[config.mk]
export PLATFORM = sky130hd
export DESIGN_NAME = irq_prio_vic_flat
export DESIGN_NICKNAME = d
export VERILOG_FILES = /design/src/rtl/irq_prio_vic_pkg.sv /design/src/rtl/irq_prio_vic_if.sv /design/src/rtl/irq_prio_vic_pick.sv /design/src/rtl/irq_prio_vic.sv /design/src/flat_wrapper.sv
export SDC_FILE = /design/constraint.sdc
export NUM_CORES = 1
export LEC_CHECK = 0
export ABC_AREA = 1
export ABC_CLOCK_PERIOD_IN_PS = 30600
export CAP_MARGIN = 20
export CORE_ASPECT_RATIO = 1.2
export CORE_MARGIN = 4
export CORE_UTILIZATION = 60
export CTS_CLUSTER_DIAMETER = 50
export DETAILED_ROUTE_END_ITERATION = 12
export PLACE_DENSITY = 0.9
export SETUP_SLACK_MARGIN = 0.15
export SYNTH_ARGS = -nofsm -noshare
export SYNTH_HDL_FRONTEND = slang
export SYNTH_SLANG_ARGS = --single-unit
[constraint.sdc]
create_clock -name i_clk -period 30.6 [get_ports i_clk]
set_clock_uncertainty 0.15 [all_clocks]
set_input_delay 9.18 -clock i_clk [delete_from_list [all_inputs] [get_ports i_clk]]
set_output_delay 9.18 -clock i_clk [all_outputs]
set_load 0.1 [all_outputs]
[src/rtl/irq_prio_vic_pkg.sv]
// Shared constants and types for the prioritised vectored interrupt controller.
package irq_pkg;

    localparam int N_SRC_MAX = 8;
    localparam int PRIO_W    = 2;
    localparam int ID_W      = 3;
    localparam int STK_DEPTH = 4;

    // Byte offsets inside the 0x8F00 MMIO window.
    localparam logic [3:0] VIC_PEND   = 4'h0;
    localparam logic [3:0] VIC_MASK   = 4'h2;
    localparam logic [3:0] VIC_PRIO   = 4'h4;
    localparam logic [3:0] VIC_VBASE  = 4'h6;
    localparam logic [3:0] VIC_ACTIVE = 4'h8;
    localparam logic [3:0] VIC_STATE  = 4'hA;

    // Source ids as wired in periph_bus.
    localparam int IRQ_ID_GPIO   = 0;
    localparam int IRQ_ID_UART   = 1;
    localparam int IRQ_ID_TIMER  = 2;
    localparam int IRQ_ID_SPI    = 3;
    localparam int IRQ_ID_I2C    = 4;
    localparam int IRQ_ID_PWM    = 5;
    localparam int IRQ_ID_DMA    = 6;
    localparam int IRQ_ID_WDT    = 7;

    // One in-service stack entry: which source and the priority it was taken at.
    typedef struct packed {
        logic [ID_W-1:0]   id;
        logic [PRIO_W-1:0] prio;
    } stk_entry_t;

    // Handler address for a source id, 16-bit wraparound.
    function automatic logic [15:0] vic_vector(input logic [15:0] vbase,
                                               input logic [ID_W-1:0] id,
                                               input int stride_log2);
        return vbase + (16'(id) << stride_log2);
    endfunction

endpackage

[src/rtl/irq_prio_vic_if.sv]
// MMIO register-window bus between periph_bus and the interrupt controller.
interface irq_prio_vic_if;
    logic        i_sel;
    logic        i_we;
    logic        i_re;
    logic [3:0]  i_addr;
    logic [15:0] i_wdata;
    logic [15:0] o_rdata;

    modport master (output i_sel, i_we, i_re, i_addr, i_wdata, input o_rdata);
    modport slave  (input i_sel, i_we, i_re, i_addr, i_wdata, output o_rdata);
endinterface

[src/rtl/irq_prio_vic_pick.sv]
// Combinational winner select: highest priority candidate, ties to lowest id.
module irq_prio_pick
    import irq_pkg::*;
#(
    parameter int N_SRC = 8
) (
    input  logic [N_SRC-1:0]        i_cand,
    input  logic [PRIO_W*N_SRC-1:0] i_prio,
    output logic                    o_valid,
    output logic [ID_W-1:0]         o_id,
    output logic [PRIO_W-1:0]       o_prio
);

    logic              best_valid;
    logic [ID_W-1:0]   best_id;
    logic [PRIO_W-1:0] best_prio;

    // Scan upward and replace only on strictly higher priority, so ties keep the lower index.
    always_comb begin
        // NOTE: every output gets a default before the loop so no latch is inferred.
        best_valid = 1'b0;
        best_id    = '0;
        best_prio  = '0;
        for (int k = 0; k < N_SRC; k++) begin
            if (i_cand[k] && (!best_valid || (i_prio[PRIO_W*k +: PRIO_W] > best_prio))) begin
                best_valid = 1'b1;
                best_id    = ID_W'(k);
                best_prio  = i_prio[PRIO_W*k +: PRIO_W];
            end
        end
    end

    assign o_valid = best_valid;
    assign o_id    = best_id;
    assign o_prio  = best_prio;

endmodule

[src/rtl/irq_prio_vic.sv]
// Nesting vectored interrupt controller: pending/mask/priority registers, in-service stack, take sequencing.
module irq_prio_vic
    import irq_pkg::*;
#(
    parameter int          N_SRC        = 8,
    parameter logic [15:0] VBASE_RST    = 16'h0060,
    parameter int          VSTRIDE_LOG2 = 4,
    parameter int          HOLDOFF      = 2
) (
    input  logic             i_clk,
    input  logic             i_rst_n,
    irq_prio_vic_if.slave    bus,
    input  logic [N_SRC-1:0] i_irq_src,
    input  logic             i_in_irq,
    input  logic             i_int_en,
    input  logic             i_irq_ret,
    output logic             o_irq_take,
    output logic [15:0]      o_irq_vector
);

    logic [N_SRC-1:0]        src_hist_q, src_hist_d;
    logic [N_SRC-1:0]        pend_q, pend_d;
    logic [N_SRC-1:0]        mask_q, mask_d;
    logic [PRIO_W*N_SRC-1:0] prio_q, prio_d;
    logic [15:0]             vbase_q, vbase_d;
    logic [N_SRC-1:0]        active_q, active_d;
    stk_entry_t              stk_q [STK_DEPTH];
    stk_entry_t              stk_d [STK_DEPTH];
    logic [2:0]              depth_q, depth_d;
    logic [7:0]              holdoff_q, holdoff_d;
    logic                    take_q, take_d;
    logic [15:0]             vector_q, vector_d;

    logic [3:0]        reg_off;
    logic              pop;
    logic [2:0]        depth_pp;
    logic [N_SRC-1:0]  active_pp;
    stk_entry_t        top_cur, top_pp;
    logic [N_SRC-1:0]  cand;
    logic              win_valid;
    logic [ID_W-1:0]   win_id;
    logic [PRIO_W-1:0] win_prio;
    logic              issue;

    // Address bit 0 is masked off so odd offsets alias the even register.
    assign reg_off = bus.i_addr & 4'hE;

    // Apply a return first so this cycle's arbitration sees the post-pop stack.
    always_comb begin
        top_cur   = (depth_q != 3'd0) ? stk_q[2'(depth_q - 3'd1)] : '0;
        pop       = i_irq_ret && (depth_q != 3'd0);
        depth_pp  = pop ? (depth_q - 3'd1) : depth_q;
        active_pp = active_q;
        if (pop) active_pp[top_cur.id] = 1'b0;
        top_pp    = (depth_pp != 3'd0) ? stk_q[2'(depth_pp - 3'd1)] : '0;
        cand      = pend_q & mask_q & ~active_pp;
    end

    irq_prio_pick #(.N_SRC(N_SRC)) u_pick (
        .i_cand  (cand),
        .i_prio  (prio_q),
        .o_valid (win_valid),
        .o_id    (win_id),
        .o_prio  (win_prio)
    );

    // Next-state for pending, stack, take pulse, holdoff and the MMIO-writable registers.
    always_comb begin
        logic [N_SRC-1:0] w1c;
        logic [N_SRC-1:0] take_clr;
        src_hist_d = i_irq_src;
        mask_d     = mask_q;
        prio_d     = prio_q;
        vbase_d    = vbase_q;
        stk_d      = stk_q;
        depth_d    = depth_pp;
        active_d   = active_pp;
        vector_d   = vector_q;
        holdoff_d  = (holdoff_q != 8'd0) ? (holdoff_q - 8'd1) : 8'd0;
        w1c        = '0;
        take_clr   = '0;

        issue = i_int_en && (holdoff_q == 8'd0) && win_valid
             && ((depth_pp == 3'd0) || (win_prio > top_pp.prio))
             && (!i_in_irq || (depth_pp != 3'd0))
             && (depth_pp < 3'(STK_DEPTH));
        take_d = issue;

        if (issue) begin
            stk_d[depth_pp[1:0]] = '{id: win_id, prio: win_prio};
            depth_d              = depth_pp + 3'd1;
            active_d[win_id]     = 1'b1;
            take_clr[win_id]     = 1'b1;
            vector_d             = vic_vector(vbase_q, win_id, VSTRIDE_LOG2);
            holdoff_d            = 8'(HOLDOFF);
        end

        if (bus.i_sel && bus.i_we) begin
            case (reg_off)
                VIC_PEND:  w1c     = bus.i_wdata[N_SRC-1:0];
                VIC_MASK:  mask_d  = bus.i_wdata[N_SRC-1:0];
                VIC_PRIO:  prio_d  = bus.i_wdata[PRIO_W*N_SRC-1:0];
                VIC_VBASE: vbase_d = bus.i_wdata;
                default:   ;
            endcase
        end

        // A fresh edge wins over both W1C and the take clear.
        pend_d = (pend_q & ~w1c & ~take_clr) | (i_irq_src & ~src_hist_q);
    end

    // Register state; the stack array is small and is reset so STATE never reads stale ids.
    always_ff @(posedge i_clk or negedge i_rst_n) begin
        if (!i_rst_n) begin
            src_hist_q <= '0;
            pend_q     <= '0;
            mask_q     <= '0;
            prio_q     <= '0;
            vbase_q    <= VBASE_RST;
            active_q   <= '0;
            for (int i = 0; i < STK_DEPTH; i++) stk_q[i] <= '0;
            depth_q    <= '0;
            holdoff_q  <= '0;
            take_q     <= 1'b0;
            vector_q   <= '0;
        end else begin
            // NOTE: state is updated with non-blocking assignments so every flop samples pre-edge values.
            src_hist_q <= src_hist_d;
            pend_q     <= pend_d;
            mask_q     <= mask_d;
            prio_q     <= prio_d;
            vbase_q    <= vbase_d;
            active_q   <= active_d;
            stk_q      <= stk_d;
            depth_q    <= depth_d;
            holdoff_q  <= holdoff_d;
            take_q     <= take_d;
            vector_q   <= vector_d;
        end
    end

    // Combinational register read, zero unless a read is strobed.
    always_comb begin
        bus.o_rdata = '0;
        if (bus.i_sel && bus.i_re) begin
            case (reg_off)
                VIC_PEND:   bus.o_rdata = 16'(pend_q);
                VIC_MASK:   bus.o_rdata = 16'(mask_q);
                VIC_PRIO:   bus.o_rdata = 16'(prio_q);
                VIC_VBASE:  bus.o_rdata = vbase_q;
                VIC_ACTIVE: bus.o_rdata = 16'(active_q);
                VIC_STATE:  bus.o_rdata = {6'd0, top_cur.prio, 1'b0, top_cur.id, 1'b0, depth_q};
                default:    bus.o_rdata = '0;
            endcase
        end
    end

    assign o_irq_take   = take_q;
    assign o_irq_vector = vector_q;

endmodule

[src/flat_wrapper.sv]
// flat-port wrapper written by rule: the top's interface ports become plain ports
module irq_prio_vic_flat import irq_pkg::*;
#(
    parameter int          N_SRC        = 8,
    parameter logic [15:0] VBASE_RST    = 16'h0060,
    parameter int          VSTRIDE_LOG2 = 4,
    parameter int          HOLDOFF      = 2
)
  (i_clk, i_rst_n, i_irq_src, i_in_irq, i_int_en, i_irq_ret, o_irq_take, o_irq_vector, bus_i_sel, bus_i_we, bus_i_re, bus_i_addr, bus_i_wdata, bus_o_rdata);
  irq_prio_vic_if bus_i ();
  input  logic i_clk;
  input  logic i_rst_n;
  input  logic [N_SRC-1:0] i_irq_src;
  input  logic i_in_irq;
  input  logic i_int_en;
  input  logic i_irq_ret;
  output logic o_irq_take;
  output logic [15:0] o_irq_vector;
  input wire logic [$bits(bus_i.i_sel)-1:0] bus_i_sel;
  input wire logic [$bits(bus_i.i_we)-1:0] bus_i_we;
  input wire logic [$bits(bus_i.i_re)-1:0] bus_i_re;
  input wire logic [$bits(bus_i.i_addr)-1:0] bus_i_addr;
  input wire logic [$bits(bus_i.i_wdata)-1:0] bus_i_wdata;
  output wire logic [$bits(bus_i.o_rdata)-1:0] bus_o_rdata;
  assign bus_i.i_sel = bus_i_sel;
  assign bus_i.i_we = bus_i_we;
  assign bus_i.i_re = bus_i_re;
  assign bus_i.i_addr = bus_i_addr;
  assign bus_i.i_wdata = bus_i_wdata;
  assign bus_o_rdata = bus_i.o_rdata;
  irq_prio_vic #(.N_SRC(N_SRC), .VBASE_RST(VBASE_RST), .VSTRIDE_LOG2(VSTRIDE_LOG2), .HOLDOFF(HOLDOFF)) u_core (.i_clk(i_clk), .i_rst_n(i_rst_n), .bus(bus_i), .i_irq_src(i_irq_src), .i_in_irq(i_in_irq), .i_int_en(i_int_en), .i_irq_ret(i_irq_ret), .o_irq_take(o_irq_take), .o_irq_vector(o_irq_vector));
endmodule
== Word level (Yosys, flattened, before mapping) ==
Cells that the tools add are included.
Operators by class
  $add $sub $neg: 5
  $lt $le $gt $ge: 17
  equality and inequality tests: 5
  multiplexer cells: 49
  bitwise operators: 16
  reductions and logical operators: 44
Operators with widths (number)
  $pmux W16 S6: 1
  $mux W8: 7
  $and A8 B8 Y8: 6
  $not A8 Y8: 5
  $mux W3: 8
  $mux W2: 11
  $bmux W5 S2: 2
  $bwmux W20: 1
  $mux W5: 4
  $logic_and A1 B1 Y1: 18
  $add A16 B7 Y16: 1
  $gt A2 B2 Y1: 8
  $mux W16: 1
  $or A8 B8 Y8: 2
  $mux W1: 11
  $demux W5 S2: 1
  $ge A3 B3 Y1 const B: 3
  $logic_or A1 B1 Y1: 9
  $not A2 Y3: 3
  $logic_not A1 Y1: 8
  $logic_not A8 Y1: 1
  $lt A3 B4 Y1 const B: 2
  $reduce_bool A8 Y1: 1
  $sub A8 B1 Y8 const B: 1
  14 further kinds: 21
Storage, ports and cells
  register bits: 112
  input bits: 36
  output and inout port bits: 33
  word-level logic and storage cells: 154

== Longest topological paths before layout ==
  depth in word-level cells: 53
  mapped depth: 86
  mapped depth without buffers: 83

== Modules after synthesis ==
Synthesis repeated with hierarchy kept, for this count alone.
Unflattened totals
  cells, all modules: 858
  area, all modules: 6515.0 µm²
Modules (own cells, without submodules)
  irq_prio_vic: instances 1, cells each 720, area each 5778.0 µm², seq. area each 2805.2 µm²
  irq_prio_pick: instances 1, cells each 138, area each 737.0 µm², seq. area each 0.0 µm²

== Worst setup path after synthesis ==
OpenSTA, ideal clock, no wires.
  kind: input port to output port
  start point: input port bus_i_addr[1]
  end point: output port bus_o_rdata[0]
  arrival: 11512 ps
  data required time: 21270 ps
  setup slack: 9758 ps
  stages on the path: 6
  path buffers: 1
  path through: nor2_1 -> nand2_1 -> inv_1 -> clkbuf_1 -> nand2_1 -> a31oi_1
On the way
  cells in the longest elaborated chain, start to end: 3
  elaborated cells between the ends (all ways): 8
  classes of those cells: eq/ne: 5; mux: 2; reduce/logical: 1
RTL lines
  start, declared: RTL line flat_wrapper.sv:22  | input wire logic [$bits(bus_i.i_addr)-1:0] bus_i_addr;
  $eq A3 B3 Y1, or another cell as far along: RTL line irq_prio_vic.sv:146  | case (reg_off)
  $pmux W16 S6 *: RTL line irq_prio_vic.sv:146
  $mux W16 *: RTL line irq_prio_vic.sv:145  | if (bus.i_sel && bus.i_re) begin
  end, declared: RTL line flat_wrapper.sv:24  | output wire logic [$bits(bus_i.o_rdata)-1:0] bus_o_rdata;
Mark *: on every way between the ends. The rest lies on a longest branch, timed or not.

== Final worst setup path ==
  start point: input port bus_i_addr[3]
  end point: output port bus_o_rdata[5]
Same word-level chain as after synthesis.

==> out/metrics.cfg <==
[run_status]
status = finished clean

[global_route]
antenna_found_initial = 0
grt_pass1_wl_mm = 26.3
grt_max_degree = 73
track_usage_pct = 27.4
gr-total-overflow = 0
grt_pass1_vias = 5492

[power]
swShare_pct = 46.5
seqPwrFrac_pct = 29.7
pwr-share-comb_pct = 50.4
internal_power_mw = 0.371
irDropWorstVdd_uv = 47.1
power_leakage_nw = 3.78
net-switching-power_mw = 0.322
pwr-share-clk_pct = 19.9
power_per_cell_area_mw_per_mm2 = 92.2

[job]
maxCapViolations = 0

[synthesis]
synth-seq-cells = 112
netlist_instances = 809
syn_nets = 873
yosysUniqueCellTypes = 49
synth_edf_count = 0
synth_top_area_share_pct = 42.8
avgSynthCellArea_um2 = 7.94
postSynth.asyncResetShare_pct = 100
yosys.area.top_type = dfrtp_1
syn_area_mm2 = 0.00643
synth_seq_area_share_pct = 43.7
ys_warn_count = 0
ys.flop_type = dfrtp_1
yosys-top-cells-count = 217 x nand2_1, 110 x dfrtp_1, 109 x inv_1
yosysMostFrequentCell = nand2_1
ys_top_cells_by_area = dfrtp_1 43%, nand2_1 13%, o21ai_0 6.8%

[clock_network]
cts_inserted_buffers = 9
cts_resized = 0
clock_latency_ps = 360
cts_tree = yes
ctsHoldBuffers = 0
path_clk_slew_ps = 70
htreeDepth = 3
clock_sinks = 112
cts_buffer_depth = 2
cts_root_buf = clkbuf_16
cts_setup_buffers = 0

[route]
wl_mm = 16.0
vias = 5704
vias_per_cell = 5.68
routedWlPerCell_um = 15.9
route.detailed.drc = 0
first_iter_violations = 440
postRouteAntennaNets = 0
first_pass_iters = 5

[worst_setup_path]
cp.arrival_ps = 12120
critPathMaxFanout = 13
critPathBufInv = 4
path_cells = clkdlybuf4s50_1 > inv_1 > nand3_1 > inv_1 > a22oi_1 > o211ai_1 > a221oi_1 > nor2_1 > clkdlybuf4s50_1
slowest_stage = clkdlybuf4s50_1
critical_path_required_ps = 21270
critPathLaunchType = primary input
critPathKind = primary input to primary output
slowest_delay_ps = 990
crit_path_end_kind = primary output
cp_top_family = buffers and inverters

[final_layout]
nets = 935
final_cells = 1005
diodes = 0
area_growth_pct = 17.1
drive_above_1_share_pct = 9.36

[timing]
period_needed_ps = 21450
tightest_slew_ps = 1000
setup_violations = 0
hold_viol = 0
rsz0062_at_grt = false
slew_viol_final = 0
finalCritPeriodShare_pct = 70.1
slew_headroom_pct = 32.9
max_freq_ghz = 0.0466
holdWs_ps = 263
finalSetupTns_ps = 0

[die]
dieHeight_um = 121
die_w_um = 102
start_util_pct = 61.1
core_region_area_mm2 = 0.0105
dieArea_mm2 = 0.0124
ios = 69
rows = 41

[worst_hold_path]
hold_path_class = flip-flop to flip-flop

[placement]
io_buffers = 67
dp_hpwl_mm = 11.7
place.gp.congestion = 0.991
dp.cells = 989

-- final cells by class --
cell class | count | area (um^2)
Clock buffer | 10 | 239
Tap cell | 129 | 161
Clock inverter | 6 | 115
Multi-Input combinational cell | 560 | 3070
Sequential cell | 112 | 2810
Timing Repair Buffer | 69 | 683
Inverter | 119 | 452
Fill cell | 790 | 2990
-- cells in the final DEF, fill, tap and decap left out, drive strengths merged, types with 2 or more instances in the layout --
master / netlist / routed
bufinv: 0 / 3
o211ai: 3 / 3
xor2: 11 / 11
a22oi: 11 / 11
xnor2: 6 / 6
nand4: 2 / 2
dfstp: 2 / 2
nand2: 238 / 238
o22ai: 4 / 4
a31oi: 6 / 6
or2: 4 / 4
clkinv: 2 / 4
inv: 117 / 118
o21ai: 96 / 96
dfrtp: 110 / 110
buf: 7 / 3
nand3: 57 / 57
clkdlybuf4s50: 0 / 66
a21oi: 13 / 13
a221oi: 8 / 8
nor3: 5 / 5
clkbuf: 11 / 10
nor2: 57 / 57
and2: 5 / 5
ha: 27 / 27
-- per-stage QoR --
stage / setup slack, ps / power [mW] / cell area, um^2 / util, %
2_1_floorplan: 9760 / 0.471 / 6430 / -
3_3_place_gp: 9240 / 0.539 / 7170 / 68.2
3_5_place_dp: 9210 / 0.550 / 7170 / 68.2
4_1_cts: 9190 / 0.693 / 7530 / 71.6
5_1_grt: 9050 / 0.747 / 7530 / 71.6
6_report: 9150 / 0.694 / 7530 / 71.6
-- flip-flops by register name (all words and copies together) (netlist names) --
register / flops
u_core.o_irq_take: 1
u_core.depth_q: 3
u_core.vbase_q: 16
u_core.pend_q: 8
u_core.o_irq_vector: 16
u_core.mask_q: 8
u_core.active_q: 8
u_core.src_hist_q: 8
u_core.stk_q: 20
u_core.prio_q: 16
u_core.holdoff_q: 8
-- cells by family after synthesis --
logic type               synth area share (%)
flip-flops                               43.7
AND/OR/NAND/NOR                          26.6
multiplexers                            0.156
XOR/XNOR                                 2.32
AO/OA/AOI/OAI                            13.2
adder cells (fa/ha/maj)                  5.57
buffers and inverters                    8.55
-- worst reg2reg max path, delay by kind of cell (launching register included) --
family	cells	cell delay, ps
fa+ha+maj	9	2870
flops	1	740
buf+inv	14	1120
simple gates	44	5060
compound gates	12	1940
-- per-layer routing --
layer | vias to the layer above | wire (um) | part of all wire, % | global-route usage [%]
met1 | 2681 | 6190 | 39 | 34.1
met3 | 65 | 1040 | 6.5 | 4.20
li1 | 2728 | - | - | -
met2 | 230 | 8040 | 50 | 45.2
met4 | 0 | 722 | 4.5 | 14.8
met5 | - | 0 | 0 | 0
-- power by group through the flow --
stage / registers (mW) / clock network (mW) / logic, mW
after detailed placement: 0.208 / 0 / 0.343
final: 0.206 / 0.138 / 0.350
after global routing: 0.210 / 0.145 / 0.392
after floorplan: 0.242 / 0 / 0.228
after CTS: 0.206 / 0.139 / 0.349
after global placement: 0.207 / 0 / 0.332
-- final timing paths --
kind                                                 from  cells after the start                              to  slack, ps
setup / recovery                            bus_i_addr[3]                      9                  bus_o_rdata[5]       9150
hold reg to reg            u_core.src_hist_q[0]$_DFF_PN0_                      1      u_core.pend_q[0]$_DFF_PN0_        260
hold / removal             u_core.src_hist_q[0]$_DFF_PN0_                      1      u_core.pend_q[0]$_DFF_PN0_        260
min in group asynchronous                         i_rst_n                      1  u_core.vbase_q[11]$_DFFE_PN0P_       8630
max in group asynchronous                         i_rst_n                      2     u_core.depth_q[1]$_DFF_PN0_      20380
setup reg to reg              u_core.depth_q[0]$_DFF_PN0_                     79     u_core.stk_q[3]$_DFFE_PN0P_      18570
No activity file was read; power rests on OpenSTA's default activity.
